==> config.mk <==
export PLATFORM = sky130hd
export DESIGN_NAME = data_memory_flat
export DESIGN_NICKNAME = d
export VERILOG_FILES = /design/src/rtl/dm_pkg.sv /design/src/rtl/data_memory_if.sv /design/src/rtl/dm_lane_merge.sv /design/src/rtl/data_memory.sv /design/src/flat_wrapper.sv
export SDC_FILE = /design/constraint.sdc
export NUM_CORES = 2
export LEC_CHECK = 0
export CORE_UTILIZATION = 26
export CTS_CLUSTER_SIZE = 8
export DETAILED_ROUTE_END_ITERATION = 10
export PLACE_DENSITY = 0.44
export SLEW_MARGIN = 20
export SYNTH_ARGS = -nofsm -noshare
export SYNTH_HDL_FRONTEND = slang
export SYNTH_HIERARCHICAL = 1
export SYNTH_SLANG_ARGS = --single-unit
==> constraint.sdc <==
create_clock -name clk -period 115.9 [get_ports clk]
set_input_delay 11.59 -clock clk [delete_from_list [all_inputs] [get_ports clk]]
set_output_delay 11.59 -clock clk [all_outputs]
set_load 0.02 [all_outputs]
==> src/rtl/dm_pkg.sv <==
// Shared constants for the data_memory block: default geometry and lane-enable encodings.
package dm_pkg;

   localparam int DM_DATA_W = 32;
   localparam int DM_ADDR_W = 6;
   localparam int DM_DEPTH  = 64;

   // Lane enables: bit0 selects the low half-word, bit1 the high half-word.
   localparam logic [1:0] DM_SEL_NONE = 2'b00;
   localparam logic [1:0] DM_SEL_LO   = 2'b01;
   localparam logic [1:0] DM_SEL_HI   = 2'b10;
   localparam logic [1:0] DM_SEL_WORD = 2'b11;

endpackage

==> src/rtl/data_memory_if.sv <==
// Access/display bus of data_memory.
// Handshake: there is no valid/ready pair. A store is requested by holding str=1
// with addr/din/sel stable across a rising clk edge; both read ports are
// combinational and always valid (zero latency).
interface data_memory_if
   import dm_pkg::*;
#(
   parameter int DATA_W = DM_DATA_W,
   parameter int ADDR_W = DM_ADDR_W
);

   logic [ADDR_W-1:0] addr;
   logic [ADDR_W-1:0] disp_addr;
   logic [DATA_W-1:0] din;
   logic              str;
   logic [1:0]        sel;
   logic [DATA_W-1:0] dout;
   logic [DATA_W-1:0] disp_dout;

   // CPU side / testbench drives requests and observes read data.
   modport master (
      output addr, disp_addr, din, str, sel,
      input  dout, disp_dout
   );

   // Memory side.
   modport slave (
      input  addr, disp_addr, din, str, sel,
      output dout, disp_dout
   );

endinterface

==> src/rtl/dm_lane_merge.sv <==
// Half-word lane merge: selected lanes come from din, the rest from the old word.
// Shared by the write path and the optional same-cycle bypass path.
module dm_lane_merge
   import dm_pkg::*;
#(
   parameter int DATA_W = DM_DATA_W
) (
   input  logic [DATA_W-1:0] i_old,
   input  logic [DATA_W-1:0] i_din,
   input  logic [1:0]        i_sel,
   output logic [DATA_W-1:0] o_merged
);

   localparam int HALF_W = DATA_W / 2;

   logic w_lo_en;
   logic w_hi_en;

   assign w_lo_en = ((i_sel & DM_SEL_LO) != DM_SEL_NONE);
   assign w_hi_en = ((i_sel & DM_SEL_HI) != DM_SEL_NONE);

   // Start from the old word and overwrite only the enabled half-words.
   always_comb begin
      o_merged = i_old;
      if (w_lo_en) begin
         o_merged[HALF_W-1:0] = i_din[HALF_W-1:0];
      end
      if (w_hi_en) begin
         o_merged[DATA_W-1:HALF_W] = i_din[DATA_W-1:HALF_W];
      end
   end

endmodule

==> src/rtl/data_memory.sv <==
// data_memory: word-addressed register-array memory for the MEM stage.
// One synchronous write port with half-word lane enables, two independent
// combinational read ports (access and display). Contents clear on async reset.
// Optional macro DM_WRITE_BYPASS_EN: forward the merged store word to the read
// ports in the same cycle as the store.
// DATA_W must be even (two half-word lanes).
module data_memory
   import dm_pkg::*;
#(
   parameter int DATA_W = DM_DATA_W,
   parameter int ADDR_W = DM_ADDR_W,
   parameter int DEPTH  = 2 ** ADDR_W
) (
   input logic         clk,
   input logic         rst,
   data_memory_if.slave bus
);

   logic [DATA_W-1:0] r_mem [DEPTH];
   logic [DATA_W-1:0] w_old;
   logic [DATA_W-1:0] w_merged;
   logic              w_we;

   assign w_old = r_mem[bus.addr];
   // sel=00 would rewrite the old word unchanged; skip it entirely.
   assign w_we  = bus.str && (bus.sel != DM_SEL_NONE);

   dm_lane_merge #(
      .DATA_W (DATA_W)
   ) u_lane_merge (
      .i_old    (w_old),
      .i_din    (bus.din),
      .i_sel    (bus.sel),
      .o_merged (w_merged)
   );

   // Storage: async clear of every word, lane-merged store on the clock edge.
   always_ff @(posedge clk or posedge rst) begin
      if (rst) begin
         for (int i = 0; i < DEPTH; i++) begin
            r_mem[i] <= '0;
         end
      end else if (w_we) begin
         r_mem[bus.addr] <= w_merged;
      end
   end

   // Read ports: forced to zero during reset, otherwise plain array reads
   // (plus same-cycle forwarding of the store word when bypass is built in).
   always_comb begin
      bus.dout      = '0;
      bus.disp_dout = '0;
      if (!rst) begin
`ifdef DM_WRITE_BYPASS_EN
         if (bus.str) begin
            bus.dout = w_merged;
         end else begin
            bus.dout = r_mem[bus.addr];
         end
         if (bus.str && (bus.disp_addr == bus.addr)) begin
            bus.disp_dout = w_merged;
         end else begin
            bus.disp_dout = r_mem[bus.disp_addr];
         end
`else
         bus.dout      = r_mem[bus.addr];
         bus.disp_dout = r_mem[bus.disp_addr];
`endif
      end
   end

endmodule

==> src/flat_wrapper.sv <==
// flat-port wrapper written by rule: the top's interface ports become plain ports
module data_memory_flat import dm_pkg::*;
#(
   parameter int DATA_W = DM_DATA_W,
   parameter int ADDR_W = DM_ADDR_W,
   parameter int DEPTH  = 2 ** ADDR_W
)
  (clk, rst, bus_addr, bus_disp_addr, bus_din, bus_str, bus_sel, bus_dout, bus_disp_dout);
  data_memory_if #(.DATA_W(DATA_W), .ADDR_W(ADDR_W)) bus_i ();
  input logic clk;
  input logic rst;
  input wire logic [$bits(bus_i.addr)-1:0] bus_addr;
  input wire logic [$bits(bus_i.disp_addr)-1:0] bus_disp_addr;
  input wire logic [$bits(bus_i.din)-1:0] bus_din;
  input wire logic [$bits(bus_i.str)-1:0] bus_str;
  input wire logic [$bits(bus_i.sel)-1:0] bus_sel;
  output wire logic [$bits(bus_i.dout)-1:0] bus_dout;
  output wire logic [$bits(bus_i.disp_dout)-1:0] bus_disp_dout;
  assign bus_i.addr = bus_addr;
  assign bus_i.disp_addr = bus_disp_addr;
  assign bus_i.din = bus_din;
  assign bus_i.str = bus_str;
  assign bus_i.sel = bus_sel;
  assign bus_dout = bus_i.dout;
  assign bus_disp_dout = bus_i.disp_dout;
  data_memory #(.DATA_W(DATA_W), .ADDR_W(ADDR_W), .DEPTH(DEPTH)) u_core (.clk(clk), .rst(rst), .bus(bus_i));
endmodule
==> results.cfg <==
[detailed_routing]
drtPass1Iterations = 9
dr_wl_met3_um = 48800
wl_per_cell_um = 40.3
vias = 80323
dr_wl_met2_um = 239000
wl_um = 541000
wl_met1_um = 220000
drtIter0Drc = 9582
top_layer = met5
vias_per_cell = 5.98
antenna_left = 0
drc = 18

[worst_setup_path]
crit_family = buffers and inverters
crit_fanout = 58
r2r-start = u_core/r_mem[428]
cpMostUsedCell = buf_4
worstSetupPathType = input pin to output pin
critPathLaunch = bus_disp_addr[0]
cp-start-kind = input pin
cp_data_arrival_time_ns = 17.98
critPathBufInv = 6
slowest_stage = buf_4
end_kind = output pin
slowest_delay_ns = 0.93
worstPathRequired_ns = 104.31
path_cells = buf_8 -> buf_4 -> buf_4 -> buf_4 -> buf_4 -> mux4_2 -> a211oi_1 -> a211oi_1 -> nor4_1 -> nor2_1 -> clkdlybuf4s50_1

[global_routing]
grt_overflow = 0
antenna_found_initial = 57
grt_pass1_vias = 80390
grt_use_total_pct = 24.8
grt_first_pass_wirelength_um = 735000
grt_max_degree = 176

[logic_synthesis]
syn_inst = 7871
ys_warn_count = 6
synth-async-reset-ratio_pct = 100
synth_nets = 7920
synth.most_common_cell = mux2_2
synth_cell_type_count = 73
synth_commonest_cells = 2175 x mux2_2, 2048 x dfrtp_1, 717 x mux4_2, 361 x buf_2, 319 x clkbuf_1
ys.flop_type = dfrtp_1
avgSynthCellArea_um2 = 14.1
syn_area_um2 = 111000
synth_top_area_share_pct = 46.3
ys_seq_area_share_pct = 46.3
synth_area_leaders = dfrtp_1 46%, mux2_2 22%, mux4_2 15%
synth_top_area_cell = dfrtp_1
synth.ff_latch_count = 2048
synth_edf_count = 0

[layout]
largest_reg_flops = 2048
fin_cells = 13423
top_register = u_core/r_mem
seq_area_um2 = 51200
finish.utilization_pct = 29.7
nets = 7748
area_growth_pct = 13.7
drive_above_1_share_pct = 47.7
n_fill_cell = 42496
reg_top3 = u_core/r_mem x2048
multi_input_area_um2 = 55900

[floorplanning]
die_area_um2 = 429000
die_y_um = 655
num_io_pins = 113
dieWidth_um = 655
coreArea_um2 = 424000
start_util_pct = 26.1
num_rows = 239

[timing]
period_share_pct = 25.5
slew_headroom_pct = 14.0
fin_skew_ns = 0.0404
worst_slew_pin_slew_ns = 1.29
rsz0062_at_grt = false
slew_viol_final = 0
min_period_ns = 29.57
hold_viol = 0
finalSetupTns_ns = 0
fmax_ghz = 0.0338
worst_slack_ns = 86.33
setup_viol = 0

[place]
place_congestion = 0.843
io_buffers = 112
hpwlAfterDp_um = 323000
dp_cells = 13065
post-place-ws_ns = 86.17

[worst_hold_path]
hp-start = u_core/r_mem[904]
hp-class = flip-flop to flip-flop

[cts]
clk_pin_slew_ns = 0.05
cts_made_buffers = 295
cts_resized = 0
cts_root_buf = clkbuf_16
clkLatencyLatePin_ns = 0.93
cts_tree = yes
numClockSinks = 2048
htreeDepth = 5
post_cts_buffers = 0
holdBufCountCts = 0
clock_path_buffers = 4

[run]
maxCapViolations = 0

[power_and_ir_drop]
powerDensity_nw_per_um2 = 15.3
static-leakage-power_nw = 54.4
ir_drop_uv = 10.0

[outcome]
violations = DRC
status = finished, violations left
==> metal layers <==
layer | track usage, % | up-vias
li1 | - | 30016
met1 | 32.6 | 44297
met2 | 37.4 | 4812
met3 | 5.99 | 1174
met4 | 13.7 | 24
met5 | 0 | -
==> stage by stage <==
step	area, um2	power [mW]	hold slack (ns)
CTS	126000	1.94	0.511
floorplan	111000	1.03	0.470
detailed placement	118000	1.14	0.500
global placement	118000	1.13	0.489
global route	126000	1.99	0.515
finish	126000	1.93	0.515
==> kinds of logic (layout without fill, tap and decap cells) <==
family,count (synthesis),in the layout,synth area share [%]
AO/OA/AOI/OAI,1062,1062,7.12
other,0,32,0
AND/OR/NAND/NOR,625,625,2.62
buffers and inverters,891,748,3.95
flip-flops,2048,2048,46.3
multiplexers,3245,3245,40.0
==> where the power goes <==
part	internal [mW]	switching, mW
Clock	0.464	0.332
Combinational	0.133	0.164
Sequential	0.783	0.0541
==> placed cells by master, fill, tap and decap left out, drive strengths merged, types with 11 or more instances in the layout <==
cell	n
mux2	2254
dfrtp	2048
mux4	717
buf	315
clkbuf	313
mux2i	274
nor2	213
nand2	203
a221oi	199
a22oi	163
a21oi	135
o22ai	107
clkdlybuf4s50	100
o21ai	100
a221o	86
a211oi	51
a22o	49
a31oi	45
nand3	45
diode	32
and2	27
o2bb2ai	24
nor2b	22
o22a	18
inv	16
nor3	15
o221ai	14
nand2b	13
or4	13
and3	12
nor4	11
==> worst reg2reg max path: cells and delay by family, from the launching register on <==
kind	cells	cell delay (ns)
AOI/OAI and AO/OA	3	1.02
and+or+nand+nor	1	0.84
muxes	3	1.38
DFF	1	0.39
==> worst paths after layout <==
kind,endpoint,slack (ns),depth (start not counted)
min in group asynchronous,u_core/r_mem[1355],11.03,2
worst min register to register,u_core/r_mem[904],0.51,1
max in group asynchronous,u_core/r_mem[1426],100.98,7
worst max-delay path,bus_disp_dout[11],86.33,11
worst min-delay path,u_core/r_mem[904],0.51,1
worst max register to register,u_core/r_mem[972],112.15,7
==> final cells by class <==
cell class,count,area share (%)
sequential,2048,40.7
timing repair buffer,415,2.92
inverter,7,0.0467
tap,5663,5.63
antenna,32,0.0636
multi-input combinational,4932,44.4
clock inverter,13,0.134
clock buffer,313,6.09
Note: power is estimated with default switching activity, not from simulation.
